<file path="config.mk">
export PLATFORM = sky130hd
export DESIGN_NAME = storage_ctrl_gen2
export DESIGN_NICKNAME = d
export VERILOG_FILES = /design/src/rtl/storage_ctrl_gen2.sv
export SDC_FILE = /design/constraint.sdc
export NUM_CORES = 1
export LEC_CHECK = 0
export BUFFER_PORTS_ARGS = -buffer_cell sky130_fd_sc_hd__buf_2
export CORE_AREA = 2 2 130 145
export CTS_CLUSTER_SIZE = 10
export DETAILED_ROUTE_END_ITERATION = 8
export DIE_AREA = 0 0 132 147
export GPL_TIMING_DRIVEN = 0
export PLACE_DENSITY = 0.53
export SYNTH_ARGS = -nofsm -noshare
export SYNTH_HDL_FRONTEND = slang
export SYNTH_SLANG_ARGS = --single-unit
export TNS_END_PERCENT = 30
</file>
<file path="constraint.sdc">
create_clock -name clk -period 2.7 [get_ports clk]
set_input_delay 0.54 -clock clk [delete_from_list [all_inputs] [get_ports clk]]
set_output_delay 0.54 -clock clk [all_outputs]
set_load 0.05 [all_outputs]
</file>
<file path="src/rtl/storage_ctrl_gen2.sv">
// storage_ctrl_gen2: routes core memory requests to a single-port SRAM window
// or to a SPI flash read engine (cmd 0x03, mode 0); programming mode hands the
// flash pins to an external programmer.
//
// state    | meaning
// IDLE     | ready for a request or a programming-mode entry
// SRAM_RSP | SRAM access issued last cycle; return its response
// SPI_XFER | flash read command, address and data shifting
// ERR_RSP  | rejected flash-region request; return an error
// PROG     | flash pins passed through to the external programmer
module storage_ctrl_gen2 #(
  parameter int          MEM_W      = 32,
  parameter logic [31:0] SRAM_LIMIT = 32'h0000_2000,
  parameter int          SRAM_AW    = 11,
  parameter int          SPI_DIV    = 2
) (
  input  logic                 clk,
  input  logic                 rst,
  input  logic                 req_valid,
  output logic                 req_ready,
  input  logic                 req_we,
  input  logic [31:0]          req_addr,
  input  logic [MEM_W-1:0]     req_wdata,
  input  logic [MEM_W/8-1:0]   req_be,
  output logic                 rsp_valid,
  output logic [MEM_W-1:0]     rsp_rdata,
  output logic                 rsp_err,
  output logic                 sram_ce,
  output logic                 sram_we,
  output logic [SRAM_AW-1:0]   sram_addr,
  output logic [MEM_W-1:0]     sram_wdata,
  output logic [MEM_W/8-1:0]   sram_wmask,
  input  logic [MEM_W-1:0]     sram_rdata,
  input  logic                 prog_mode,
  output logic                 prog_active,
  output logic                 flash_cs_n,
  output logic                 flash_sck,
  output logic                 flash_mosi,
  input  logic                 flash_miso,
  input  logic                 prog_cs_n,
  input  logic                 prog_sck,
  input  logic                 prog_mosi,
  output logic                 prog_miso
);

  localparam int BW   = MEM_W / 8;
  localparam int LSB  = $clog2(BW);
  localparam int N    = 32 + MEM_W;
  localparam int PH_W = $clog2(2 * SPI_DIV);
  localparam int BC_W = $clog2(N);
  localparam logic [PH_W-1:0] PH_TOP  = PH_W'(2 * SPI_DIV - 1);
  localparam logic [PH_W-1:0] PH_HI   = PH_W'(SPI_DIV);
  localparam logic [BC_W-1:0] BIT_TOP = BC_W'(N - 1);

  typedef enum logic [2:0] {IDLE, SRAM_RSP, SPI_XFER, ERR_RSP, PROG} state_t;

  state_t            state_q, state_d;
  logic              accept, in_sram, flash_ok, spi_last;
  logic [31:0]       addr_al, off;
  logic [N-1:0]      tx_init, tx_q;
  logic [MEM_W-1:0]  rx_q, rx_swap, rdata_q;
  logic [PH_W-1:0]   ph_cnt;
  logic [BC_W-1:0]   bit_cnt;
  logic              cs_n_q, sck_q, done_q, wr_q;

  // Request decode: window select, flash offset (word aligned) and range check.
  always_comb begin
    addr_al  = req_addr & ~32'(BW - 1);
    off      = addr_al - SRAM_LIMIT;
    in_sram  = (req_addr < SRAM_LIMIT);
    flash_ok = !req_we && (off[31:24] == 8'h00);
    tx_init  = {8'h03, off[23:0], {MEM_W{1'b0}}};
    req_ready = (state_q == IDLE) && !prog_mode && !rst;
    accept    = req_valid && req_ready;
    spi_last  = (ph_cnt == '0) && (bit_cnt == '0);
  end

  // State register.
  always_ff @(posedge clk) begin
    if (rst) state_q <= IDLE;
    else     state_q <= state_d;
  end

  // Next-state logic; programming mode wins over a pending request in IDLE.
  always_comb begin
    state_d = state_q;
    case (state_q)
      IDLE: begin
        if (prog_mode)     state_d = PROG;
        else if (req_valid) begin
          if (in_sram)       state_d = SRAM_RSP;
          else if (flash_ok) state_d = SPI_XFER;
          else               state_d = ERR_RSP;
        end
      end
      SRAM_RSP, ERR_RSP: state_d = IDLE;
      SPI_XFER: if (spi_last) state_d = IDLE;
      PROG:     if (!prog_mode) state_d = IDLE;
      default:  state_d = IDLE;
    endcase
  end

  // SPI engine: per bit, SCK low for SPI_DIV clocks then high for SPI_DIV;
  // MISO is captured on the edge that raises SCK.
  always_ff @(posedge clk) begin
    if (rst) begin
      cs_n_q  <= 1'b1;
      sck_q   <= 1'b0;
      tx_q    <= '0;
      rx_q    <= '0;
      ph_cnt  <= '0;
      bit_cnt <= '0;
      done_q  <= 1'b0;
      rdata_q <= '0;
      wr_q    <= 1'b0;
    end else begin
      done_q <= 1'b0;
      if (accept) wr_q <= req_we;
      if (accept && !in_sram && flash_ok) begin
        tx_q    <= tx_init;
        cs_n_q  <= 1'b0;
        sck_q   <= 1'b0;
        ph_cnt  <= PH_TOP;
        bit_cnt <= BIT_TOP;
      end else if (state_q == SPI_XFER) begin
        if (ph_cnt == PH_HI) begin
          sck_q <= 1'b1;
          rx_q  <= {rx_q[MEM_W-2:0], flash_miso};
        end
        if (ph_cnt != '0) begin
          ph_cnt <= ph_cnt - 1'b1;
        end else if (bit_cnt != '0) begin
          bit_cnt <= bit_cnt - 1'b1;
          ph_cnt  <= PH_TOP;
          sck_q   <= 1'b0;
          tx_q    <= {tx_q[N-2:0], 1'b0};
        end else begin
          cs_n_q  <= 1'b1;
          sck_q   <= 1'b0;
          tx_q    <= '0;
          done_q  <= 1'b1;
          rdata_q <= rx_swap;
        end
      end
    end
  end

  // Received bytes arrive first-byte-first; place the first byte at bits [7:0].
  always_comb begin
    rx_swap = '0;
    for (int i = 0; i < BW; i++) rx_swap[8*i +: 8] = rx_q[MEM_W-8-8*i +: 8];
  end

  // SRAM port is driven combinationally in the accept cycle only.
  always_comb begin
    sram_ce    = accept && in_sram;
    sram_we    = sram_ce && req_we;
    sram_addr  = sram_ce ? req_addr[LSB +: SRAM_AW] : '0;
    sram_wdata = sram_ce ? req_wdata : '0;
    sram_wmask = sram_ce ? req_be : '0;
  end

  // Response and flash pin muxing.
  always_comb begin
    rsp_valid = (state_q == SRAM_RSP) || (state_q == ERR_RSP) || done_q;
    rsp_err   = (state_q == ERR_RSP);
    rsp_rdata = '0;
    if (state_q == SRAM_RSP && !wr_q) rsp_rdata = sram_rdata;
    else if (done_q)                  rsp_rdata = rdata_q;
    prog_active = (state_q == PROG);
    flash_cs_n  = prog_active ? prog_cs_n : cs_n_q;
    flash_sck   = prog_active ? prog_sck  : sck_q;
    flash_mosi  = prog_active ? prog_mosi : tx_q[N-1];
    prog_miso   = prog_active ? flash_miso : 1'b0;
  end

endmodule
</file>
* Word-level counts from Yosys, hierarchy flattened
Cells that the tools add are included.
** Word-level totals
- Logic and storage cells :: 102
- Bits of input ports :: 109
- Flip-flop bits (word level) :: 143
- Output and inout port bits :: 89
** Cells by class
- Bitwise logic cells :: 4
- Reduce and logical (&&, ||, !) cells :: 37
- Muxes and demuxes :: 35
- Order comparisons :: 1
- Eq/ne operators :: 11
- Add/subtract/negate cells :: 3
** Operator list (count)
- $mux 58 :: 3
- $mux 32 :: 3
- $mux 64 :: 1
- $lt 32x14->1 const B :: 1
- $sub 32x14->32 const B :: 1
- $mux 6 :: 4
- $mux 1 :: 12
- $mux 3 :: 4
- $reduce_and 3->1 :: 4
- $mux 11 :: 1
- $logic_and 1x1->1 :: 10
- $mux 2 :: 5
- $ne 2x2->1 const B :: 5
- $pmux 3 s3 :: 1
- $logic_not 8->1 :: 1
- $reduce_and 2->1 :: 4
- $eq 3x2->1 const B :: 2
- $logic_not 6->1 :: 1
- $reduce_bool 2->1 :: 3
- $reduce_bool 6->1 :: 1
- $sub 6x1->6 const B :: 1
- $logic_not 1->1 :: 5
- $mux 4 :: 1
- $not 1->1 :: 4
- 12 further kinds :: 13

* Logic depth before layout (Yosys ltp)
- Depth in word-level cells :: 8
- Gate-level depth with buffers :: 12
- Depth with buffers taken out :: 9

* Worst setup path before layout
OpenSTA, ideal clock, no wires.
- Kind :: input to output
- From :: input port prog_mode
- To :: output port sram_wdata[25]
- Cell stages on the path :: 7
- Data required time :: 2.160 ns
- Buffers on the path :: 1
- Arrival time :: 2.977 ns
- Slack :: -0.817 ns
- Cells stage by stage :: nor2_1 > nand2_1 > nor2_1 > nand2_1 > nor2_1 > clkbuf_1 > and2_1
** On the way
- Longest elaborated chain between the ends :: 6
** Ends and longest elaborated chain
- from (decl) :: RTL line 34 : input logic prog_mode,
- $logic_not 1->1
- $logic_and 1x1->1 (2 in a row) :: RTL line 73 : req_ready = (state_q == IDLE) && !prog_mode && !rst;
- named net req_ready :: RTL line 20 : output logic req_ready,
- $logic_and 1x1->1 :: RTL line 74 : accept = req_valid && req_ready;
- $logic_and 1x1->1 :: RTL line 156 : sram_ce = accept && in_sram;
- named net sram_ce :: RTL line 28 : output logic sram_ce,
- $mux 32 :: RTL line 159 : sram_wdata = sram_ce ? req_wdata : '0;
- to (decl) :: RTL line 31 : output logic [MEM_W-1:0] sram_wdata,
The timed path passes the listed nets, and every way through them passes these cells.

* Final worst setup path
- From :: input port req_addr[22]
- To :: output port sram_wdata[25]
** On the way
- Longest elaborated chain between the ends :: 3
** Ends and longest elaborated chain
- from (decl) :: RTL line 22 : input logic [31:0] req_addr,
- $lt 32x14->1 :: RTL line 70 : in_sram = (req_addr < SRAM_LIMIT);
- $logic_and 1x1->1 :: RTL line 156
- $mux 32 :: RTL line 159
No other way between the ends.

==> impl_metrics.py <==
metrics = {
    "timing": {
        "timing.fmax_ghz": 0.345,
        "tightest_slew_ps": 580,
        "hold_ws_ps": 450,
        "setup_viol": 65,
        "slew_headroom_pct": 61.3,
        "setup_ws_ps": -198,
        "finalCritPeriodShare_pct": 107,
        "hold_viol": 0,
        "skew_ps": 9.06,
        "rsz0062_at_grt": "yes",
        "report.final.slew_viol_count": 0,
        "fin_crit_ps": 2900,
    },
    "power_and_ir_drop": {
        "switching_share_pct": 26.4,
        "power.density_nw_per_um2": 410,
        "comb_power_share_pct": 10.7,
        "power.net_switching_mw": 0.854,
        "internal_power_mw": 2.37,
        "p_clk_share_pct": 39.3,
        "max-vdd-ir-drop_v": 0.000319,
        "leakagePower_nw": 3.03,
        "p_seq_share_pct": 50.0,
        "p_total_mw": 3.23,
    },
    "cts": {
        "cts_tree": "yes",
        "clock_latency_ps": 350,
        "clkTransAtPathRegs_ps": 80,
        "cts-buffers-inserted": 9,
        "clk_path_buf_depth": 2,
        "cts-root-buf": "clkbuf_16",
        "cts.htree.levels": 3,
        "clkSinkCount": 109,
    },
    "drt": {
        "drt-initial-drc-count": 355,
        "wl_um": 16500,
        "dr.pass1.iters": 4,
        "routed_via_density": 4.70,
        "routedWlPerCell_um": 13.6,
        "num_vias": 5693,
        "drc": 0,
        "ant_nets": 0,
    },
    "critical_path": {
        "critPathMaxStageDelay_ps": 380,
        "slowest_stage": "or3_4",
        "path_cells": "buf_8 -> or3_4 -> nor4b_2 -> nand4_1 -> nor2_4 -> buf_6 -> clkbuf_16 -> and2_4 -> buf_8",
        "cp.required_ps": 2160,
        "cp_top_family": "simple AND/OR/NAND/NOR gates",
        "end_kind": "output pin",
        "crit_buf_inv": 4,
        "critPathMaxFanout": 5,
        "path_class": "in -> out",
        "cp-start-kind": "input port",
        "worst_path_most_repeated_cell": "buf_8",
        "arrival_ps": 2360,
    },
    "global_route": {
        "grt_antenna_before_repair": 0,
        "grt_pass1_vias": 5428,
        "grt_first_pass_wirelength_um": 26200,
        "grt_remaining_overflow": 0,
        "grt_max_degree": 20,
        "track_usage_pct": 16.6,
    },
    "yosys": {
        "yosys.cell_types.count": 44,
        "synth_area_um2": 5280,
        "synth-edff-count": 0,
        "synth_cells": 732,
        "syn-num-nets": 846,
        "seq_area_frac_synth_pct": 41.3,
        "yosys_most_used_dff": "dfxtp_1",
        "synth.avg_cell_area_um2": 7.22,
        "synth-seq-cells": 109,
        "yosysWarnings": 0,
        "async_flop_share_pct": 0,
    },
    "finish": {
        "areaGrowthSynthToFinish_pct": 48.9,
        "drive_gt1_share_pct": 32.4,
        "fin_area_um2": 7870,
        "finish.net_count": 1078,
        "n_antenna_cell": 0,
        "fillers": 1846,
    },
    "placed_design": {
        "dpl_cell_area_um2": 6630,
        "gp_congestion": 0.926,
        "dp_hpwl_um": 12300,
        "io_buffers": 194,
    },
    "floorplanning": {
        "io-pin-count": 198,
        "core_area_um2": 18000,
        "die_x_um": 132,
        "die_h_um": 147,
        "die_area_um2": 19400,
        "rows": 52,
        "start_util_pct": 29.3,
    },
    "min_path": {
        "hp-class": "reg -> reg",
    },
    "run_status": {
        "run_status": "complete, but fails checks",
        "violations": "negative setup slack",
    },
    "flow_run": {
        "maxCapViolCount": 0,
    },
}
[final cells by class]
type	instances	area [um2]	share of cell area, %
Multi-Input combinational cell	558	3050	38.7
Timing Repair Buffer	222	1700	21.6
Clock buffer	9	225	2.86
Inverter	10	37.5	0.477
Tap cell	243	304	3.86
Buffer	54	313	3.98
Sequential cell	109	2180	27.7
Clock inverter	7	57.6	0.732
[layer usage]
layer	global-route usage, %	up-vias	routed length (um)
li1	-	2920	-
met1	19.1	2545	6850
met2	30.1	202	8260
met3	3.80	26	1010
met4	5.87	0	373
met5	0	-	0
[what timing repair did]
action | CTS | global route
endpoints found under the setup margin | 112 | 138
pin swaps | 19 | 27
resized for setup | 147 | 71
cloned | 1 | 1
buffers inserted | 18 | 8
hold buffers | 0 | 0
[cells in the mapped netlist (all sizes together) (6+ instances only)]
| cell | n | area, um2 |
|---|---|---|
| a22oi | 10 | 75.1 |
| dfxtp | 109 | 2180 |
| a31oi | 16 | 100 |
| and2 | 49 | 307 |
| o21ai | 35 | 175 |
| nor3 | 11 | 55.1 |
| a21oi | 74 | 370 |
| inv | 10 | 37.5 |
| nor2 | 30 | 113 |
| xnor2 | 8 | 70.1 |
| nand2 | 235 | 882 |
| nand2b | 6 | 37.5 |
| a211oi | 7 | 52.6 |
| nor4 | 6 | 58.8 |
| buf | 7 | 50.1 |
| clkbuf | 48 | 180 |
| nand3 | 20 | 100 |
[final timing paths]
path,cells after the start,slack (ps),start,endpoint
worst min register to register,2,450,rx_q[31]$_SDFFE_PP0P_,rdata_q[7]$_SDFFE_PP0P_
worst max register to register,6,280,state_q[1]$_SDFFE_PP0P_,tx_q[54]$_SDFFE_PP0P_
worst max-delay path,9,-200,req_addr[22],sram_wdata[25]
worst min-delay path,2,450,rx_q[31]$_SDFFE_PP0P_,rdata_q[7]$_SDFFE_PP0P_
[cell families after synthesis]
logic type / share of synthesized area, %
flops: 41.3
xor+xnor: 2.15
mux: 0.829
fa+ha+maj: 1.18
simple gates: 32.2
buf+inv: 5.07
compound gates: 17.3
[tightest hold or removal path, cell delays in order (launching register included)]
cell	delay [ps]
dfxtp_1	310
nand2_1	50
a21oi_1	50
[sequential cells by signal, summed over array words and instances, names as in the netlist]
register  flops
sck_q         1
bit_cnt       6
rdata_q      32
done_q        1
cs_n_q        1
wr_q          1
ph_cnt        2
state_q       3
rx_q         32
tx_q         30
[metrics by stage]
| stage | worst slack (ps) | std cells | utilization [%] | TNS, ps |
|---|---|---|---|---|
| CTS | -221 | 1204 | 42.0 | -14270 |
| floorplan | -25.9 | 732 | - | -491 |
| global placement | -754 | 1169 | 36.8 | -44690 |
| finish | -198 | 1212 | 43.7 | -7030 |
| global route | -260 | 1212 | 43.7 | -12700 |
| detailed placement | -729 | 1169 | 36.8 | -44270 |
[cells in the final DEF, fill, tap and decap left out, types with 16 or more instances in the layout]
| master | netlist | final |
|---|---|---|
| nand2_1 | 235 | 235 |
| buf_2 | 4 | 135 |
| nor2_1 | 30 | 24 |
| nand3_1 | 20 | 20 |
| buf_4 | 1 | 24 |
| dfxtp_1 | 109 | 109 |
| and2_4 | 0 | 31 |
| a31oi_1 | 16 | 16 |
| a21oi_1 | 74 | 74 |
| and2_1 | 49 | 17 |
| clkbuf_1 | 48 | 37 |
| o21ai_0 | 35 | 35 |
| buf_6 | 2 | 29 |
| buf_8 | 0 | 36 |
[power by group through the flow]
stage	sequential (mW)	combinational, mW	clock (mW)
floorplan	1.65	0.168	0
global placement	1.65	0.316	0
detailed placement	1.65	0.317	0
CTS	1.61	0.326	1.31
global route	1.62	0.375	1.37
finish	1.61	0.347	1.27
Note: power is estimated with default switching activity, not from simulation.
